--- config.mk ---
export PLATFORM = sky130hd
export DESIGN_NAME = wishbone_arbitrator
export DESIGN_NICKNAME = d
export VERILOG_FILES = /design/src/rtl/wishbone_arbitrator.sv
export SDC_FILE = /design/constraint.sdc
export NUM_CORES = 1
export LEC_CHECK = 0
export CORE_AREA = 2 2 166 168
export DETAILED_ROUTE_END_ITERATION = 12
export DIE_AREA = 0 0 168 170
export PLACE_DENSITY = 0.54
export SLEW_MARGIN = 15
export SYNTH_ARGS = -nofsm -noshare
export SYNTH_HDL_FRONTEND = slang
export SYNTH_SLANG_ARGS = --single-unit
--- constraint.sdc ---
create_clock -name CLK -period 2.6 [get_ports CLK]
set_clock_uncertainty 0.05 [all_clocks]
set_input_delay 0.39 -clock CLK [delete_from_list [all_inputs] [get_ports CLK]]
set_output_delay 0.39 -clock CLK [all_outputs]
set_load 0.02 [all_outputs]
--- src/rtl/wishbone_arbitrator.sv ---
// wishbone_arbitrator
//   Round-robin arbiter merging NUM_MANAGERS Wishbone managers onto the single
//   manager port of wishbone_decoder. One manager owns the bus for a whole CYC
//   span; the return path (ACK / read data) is routed combinationally back to
//   the owner only.
//
//   Optional feature macro: WB_ARB_TIMEOUT_EN
//     Adds a stall watchdog and a DRAIN state. When undefined, there is no
//     counter, timeout_o is tied 0 and TIMEOUT_CYCLES is unused.
//
// Ports
//   CLK, RST            clock, asynchronous active-high reset
//   wbm_*_i / wbm_*_o   per-manager Wishbone request / response
//   wbs_*_o_p           request towards the decoder
//   wbs_ack_i_p/dat_i_p registered response from the decoder
//   grant_o             current owner index (valid while busy_o)
//   busy_o              bus owned
//   timeout_o           one-cycle pulse when the watchdog fires
//
// State   | meaning
// IDLE    | no owner, arbitrate among requesters
// BUSY    | owner's request forwarded, response routed back
// DRAIN   | watchdog fired; downstream idle until owner drops CYC
module wishbone_arbitrator #(
    parameter int NUM_MANAGERS   = 3,
    parameter int TIMEOUT_CYCLES = 255
) (
    input  logic                                 CLK,
    input  logic                                 RST,
    input  logic [NUM_MANAGERS-1:0]              wbm_cyc_i,
    input  logic [NUM_MANAGERS-1:0]              wbm_stb_i,
    input  logic [NUM_MANAGERS-1:0]              wbm_we_i,
    input  logic [NUM_MANAGERS-1:0][3:0]         wbm_sel_i,
    input  logic [NUM_MANAGERS-1:0][31:0]        wbm_adr_i,
    input  logic [NUM_MANAGERS-1:0][31:0]        wbm_dat_i,
    output logic [NUM_MANAGERS-1:0]              wbm_ack_o,
    output logic [NUM_MANAGERS-1:0][31:0]        wbm_dat_o,
    output logic                                 wbs_cyc_o_p,
    output logic                                 wbs_stb_o_p,
    output logic                                 wbs_we_o_p,
    output logic [3:0]                           wbs_sel_o_p,
    output logic [31:0]                          wbs_adr_o_p,
    output logic [31:0]                          wbs_dat_o_p,
    input  logic                                 wbs_ack_i_p,
    input  logic [31:0]                          wbs_dat_i_p,
    output logic [$clog2(NUM_MANAGERS)-1:0]      grant_o,
    output logic                                 busy_o,
    output logic                                 timeout_o
);

    localparam int GW = $clog2(NUM_MANAGERS);

`ifdef WB_ARB_TIMEOUT_EN
    typedef enum logic [1:0] {S_IDLE, S_BUSY, S_DRAIN} state_t;
    localparam int CW = $clog2(TIMEOUT_CYCLES + 1);
    logic [CW-1:0] r_cnt;
`else
    typedef enum logic [1:0] {S_IDLE, S_BUSY} state_t;
`endif

    state_t          r_state;
    state_t          w_state_nxt;
    logic [GW-1:0]   r_grant;
    logic [GW-1:0]   r_last;
    logic [GW-1:0]   w_next_grant;
    logic            w_req_any;
    logic            w_own_cyc;

    assign w_req_any = |wbm_cyc_i;
    assign w_own_cyc = wbm_cyc_i[r_grant];
    assign grant_o   = r_grant;
    assign busy_o    = (r_state != S_IDLE);

    // Scan last+1, last+2, ... modulo NUM_MANAGERS; the first requester wins.
    always_comb begin
        logic found;
        int   idx;
        found        = 1'b0;
        idx          = 0;
        w_next_grant = r_last;
        for (int i = 1; i <= NUM_MANAGERS; i++) begin
            idx = (int'(r_last) + i) % NUM_MANAGERS;
            if (!found && wbm_cyc_i[idx]) begin
                w_next_grant = GW'(idx);
                found        = 1'b1;
            end
        end
    end

    always_comb begin
        w_state_nxt = r_state;
        wbs_cyc_o_p = 1'b0;
        wbs_stb_o_p = 1'b0;
        wbs_we_o_p  = 1'b0;
        wbs_sel_o_p = 4'h0;
        wbs_adr_o_p = 32'h0;
        wbs_dat_o_p = 32'h0;
        wbm_ack_o   = '0;
        wbm_dat_o   = '0;
        timeout_o   = 1'b0;
        case (r_state)
            S_IDLE: begin
                if (w_req_any) w_state_nxt = S_BUSY;
            end
            S_BUSY: begin
                // cyc/stb drop in the same cycle the owner releases CYC
                wbs_cyc_o_p          = w_own_cyc;
                wbs_stb_o_p          = w_own_cyc & wbm_stb_i[r_grant];
                wbs_we_o_p           = wbm_we_i[r_grant];
                wbs_sel_o_p          = wbm_sel_i[r_grant];
                wbs_adr_o_p          = wbm_adr_i[r_grant];
                wbs_dat_o_p          = wbm_dat_i[r_grant];
                wbm_ack_o[r_grant]   = wbs_ack_i_p;
                wbm_dat_o[r_grant]   = wbs_dat_i_p;
`ifdef WB_ARB_TIMEOUT_EN
                // Watchdog wins over a coincident decoder ACK.
                if (r_cnt == CW'(TIMEOUT_CYCLES)) begin
                    wbm_ack_o[r_grant] = 1'b1;
                    wbm_dat_o[r_grant] = 32'hDEAD_BEEF;
                    timeout_o          = 1'b1;
                    w_state_nxt        = S_DRAIN;
                end else if (!w_own_cyc) begin
                    w_state_nxt = S_IDLE;
                end
`else
                if (!w_own_cyc) w_state_nxt = S_IDLE;
`endif
            end
`ifdef WB_ARB_TIMEOUT_EN
            S_DRAIN: begin
                if (!w_own_cyc) w_state_nxt = S_IDLE;
            end
`endif
            default: w_state_nxt = S_IDLE;
        endcase
    end

    always_ff @(posedge CLK or posedge RST) begin
        if (RST) begin
            r_state <= S_IDLE;
            r_grant <= '0;
            r_last  <= GW'(NUM_MANAGERS - 1);
        end else begin
            r_state <= w_state_nxt;
            if (r_state == S_IDLE && w_req_any) begin
                r_grant <= w_next_grant;
                r_last  <= w_next_grant;
            end
        end
    end

`ifdef WB_ARB_TIMEOUT_EN
    // Counts consecutive stalled strobes of the current owner only.
    always_ff @(posedge CLK or posedge RST) begin
        if (RST) begin
            r_cnt <= '0;
        end else if (r_state == S_BUSY && w_state_nxt == S_BUSY &&
                     wbs_stb_o_p && !wbs_ack_i_p) begin
            r_cnt <= r_cnt + 1'b1;
        end else begin
            r_cnt <= '0;
        end
    end
`endif

endmodule
==> metrics.md <==
| Metric | Value |
|---|---|
| Tmin final | 2.52 ns |
| Power Dens Cells | 889 nW/µm² |
| Routability Congestion | 0.830 |
| Yosys cell types | 37 |
| Pin count of the biggest net entering global routing | 59 |
| Clk buf depth | 2 |
| Mapped Nets | 775 |
| Share of cells above drive strength 1 | 0.0381 |
| Async SR Flop Fraction | 1.00 |
| Worst setup path startpoint | grant_o[0]$_DFFE_PP0P_ |
| Post-synth top area share | 0.235 |
| Die width | 168 µm |
| Reg2reg setup slack | 0.65 ns |
| Design Area, Final | 7830 µm² |
| Area growth, synth to finish | 156% |
| Fill cells | 2896 |
| H-tree level count | 1 |
| Drt total wl | 18700 µm |
| Die Y-Extent | 170 µm |
| Fin. Hold Viols | 0 |
| Crit path capture type | output pin |
| Congestion Overflow GR | 0 |
| Antenna-violating nets left | 0 |
| Synth top area cells | mux2i_1 (24%), and2_1 (14%), nand2_1 (13%) |
| Post-synthesis register bit count | 4 |
| Pleak | 3.71 nW |
| Clock Latency Late Sink | 0.23 ns |
| Slowest stage delay, CP | 0.59 ns |
| Via/cell ratio | 3.87 |
| CP Data Required Time | 2.16 ns |
| Post-Syn Area | 3070 µm² |
| GRT Util Overall | 0.118 |
| TritonCTS buffer count | 3 |
| EDFF count, synth | 0 |
| Number of I/O port buffers | 420 |
| # nets final | 1170 |
| Clk slew on worst S/H paths | 0.03 ns |
| Vias | 4884 |
| Worst Hold Class | in -> async |
| DR pass1 iterations | 4 |
| Post-placement cell area | 7640 µm² |
| Worst-Margin Slew | 0.536 ns |
| Worst setup path class | reg -> out |
| RR Startpoint | grant_o[0]$_DFFE_PP0P_ |
| CTS Sinks | 4 |
| Cells on worst reg2reg path | 5 |
| Hold_ws | 0.293 ns |
| CP Launch Type | register |
| Tcrit/Tclk final | 0.970 |
| Die area | 28600 µm² |
| CTS tree | done |
| Site Rows | 60 |
| Maximum vdd ir drop | 0.430 mV |
| Arrival time worst endpoint | 2.08 ns |
| Routed WL per cell | 14.9 µm |
| Violation count after the first detailed-route iteration | 200 |
| Fmax | 0.397 GHz |
| Ports | 422 |
| Final setup fails | 0 |
| Status | finished clean |
| CP Cell Sequence | nor2b_4, buf_12, nand2_1, o21ai_0, and2_1, clkdlybuf4s50_1 |
| Synthesized area per cell | 5.84 µm² |
| Detail Placement HPWL | 14900 µm |
| FF-to-FF End | r_last[1]$_DFFE_PP1P_ |
| Slew headroom | 0.643 |
| Max-cap check violation count | 0 |
| Critical Path Slowest Stage Cell | clkdlybuf4s50_1 |
| Area leader, netlist | mux2i_1 |
| Antenna violations before repair | 1 |
| Synth Flop Type | dfrtp_1 |
| Drc violations | 0 |
| Clock Tree Root | clkbuf_16 |
| Destination of the critical timing path | wbs_dat_o_p[20] |
| CP max FO | 20 |
| Register area share after synthesis | 0.0331 |
| Vias in the first global route | 4798 |
| Number of synthesis warnings | 0 |
| Pwr Total | 6.96 mW |
| Initial Util | 0.115 |
| Reg area | 108 µm² |
| Core area | 26700 µm² |
| Pins Over Slew Limit | 0 |
| Post-Synthesis Cells | 525 |
| First-pass GRT wire length | 27000 µm |
| Multi-input logic area | 2580 µm² |
-- where the power goes --
group | internal [mW] | leakage, nW | total [mW] | switching [mW]
registers | 0.110 | 0.0429 | 0.214 | 0.104
logic | 2.97 | 3.63 | 6.50 | 3.53
clock network | 0.203 | 0.0382 | 0.251 | 0.0482
-- layout make-up --
cell class                 count  share of cell area
timing repair buffer         444               0.589
multi-input combinational    460               0.330
tap                          341              0.0545
sequential                     4              0.0137
clock buffer                   4              0.0101
inverter                       7             0.00335
antenna                        1            0.000319
-- registers in the layout, indices dropped and copies added, names as in the netlist --
signal	count
grant_o	2
r_state	1
r_last	1
-- what timing repair did --
action,CTS,global route
resized for setup,32,45
buffers inserted,0,1
gates cloned,0,1
setup endpoints to repair,55,45
hold buffers,0,0
-- worst min-delay path by stage --
stage                     startpoint                     end
after global routing             RST  grant_o[0]$_DFFE_PP0P_
after global placement           RST  grant_o[0]$_DFFE_PP0P_
after detailed placement         RST  grant_o[0]$_DFFE_PP0P_
after CTS                        RST  grant_o[0]$_DFFE_PP0P_
final                            RST  grant_o[0]$_DFFE_PP0P_
after floorplan                  RST  grant_o[0]$_DFFE_PP0P_
-- synthesized netlist by cell type, types with 2 or more instances --
cell,instances
a21oi_1,4
and2_1,69
buf_2,20
buf_4,4
buf_6,16
clkbuf_1,14
dfrtp_1,3
ha_1,2
inv_1,7
mux2i_1,72
nand2_1,107
nand2b_1,2
nor2_1,103
nor2b_1,2
nor3_1,3
nor4bb_1,2
o2111ai_1,2
o21ai_0,52
o21ai_1,23
-- layout by cell type, fill, tap and decap left out, types with 2 or more instances in the layout --
cell,n
buf_12,11
o21ai_0,52
clkbuf_16,4
dlymetal6s2s_1,44
mux2i_1,71
ha_1,2
clkdlybuf4s50_1,345
dfrtp_2,2
nor2b_1,2
dlygate4sd2_1,31
nor2_1,103
inv_1,7
o2111ai_1,2
a21oi_1,4
o21ai_1,23
buf_4,12
nor4bb_1,2
nor3_1,3
nand2_1,107
and2_1,69
nand2b_1,2
-- cell families after synthesis --
| group | after synthesis | synth area share |
|---|---|---|
| buf+inv | 61 | 0.127 |
| xor+xnor | 1 | 0.00286 |
| flops | 4 | 0.0331 |
| fa+ha+maj | 3 | 0.0114 |
| simple gates | 295 | 0.436 |
| compound gates | 88 | 0.153 |
| mux | 72 | 0.235 |
| other cells | 1 | 0.00122 |
-- stage by stage --
stage | instances | setup slack [ns] | util | TNS (ns)
5_1_grt | 1260 | -0.000427 | 0.294 | -0.000427
2_1_floorplan | 525 | 0.693 | - | 0
4_1_cts | 1258 | -0.000875 | 0.288 | -0.000875
3_5_place_dp | 1254 | 0.0295 | 0.287 | 0
6_report | 1261 | 0.0790 | 0.294 | 0
3_3_place_gp | 1254 | 0.0315 | 0.287 | 0
-- critical path, delay by kind of cell, from the launching register on --
| kind | cells | cell delay, ns |
|---|---|---|
| flip-flops | 1 | 0.55 |
| AND/OR/NAND/NOR | 3 | 0.44 |
| AO/OA/AOI/OAI | 1 | 0.06 |
| buffers and inverters | 2 | 0.79 |
-- metal layers --
layer | vias to the layer above | routed length, µm | share of wire | GRT usage
li1 | 2498 | - | - | -
met1 | 2168 | 7900 | 0.42 | 0.143
met2 | 207 | 9510 | 0.51 | 0.218
met3 | 11 | 1190 | 0.064 | 0.0263
met4 | 0 | 134 | 0.0071 | 0.0155
met5 | - | 0 | 0 | 0
(Power assumes the default switching activity.)
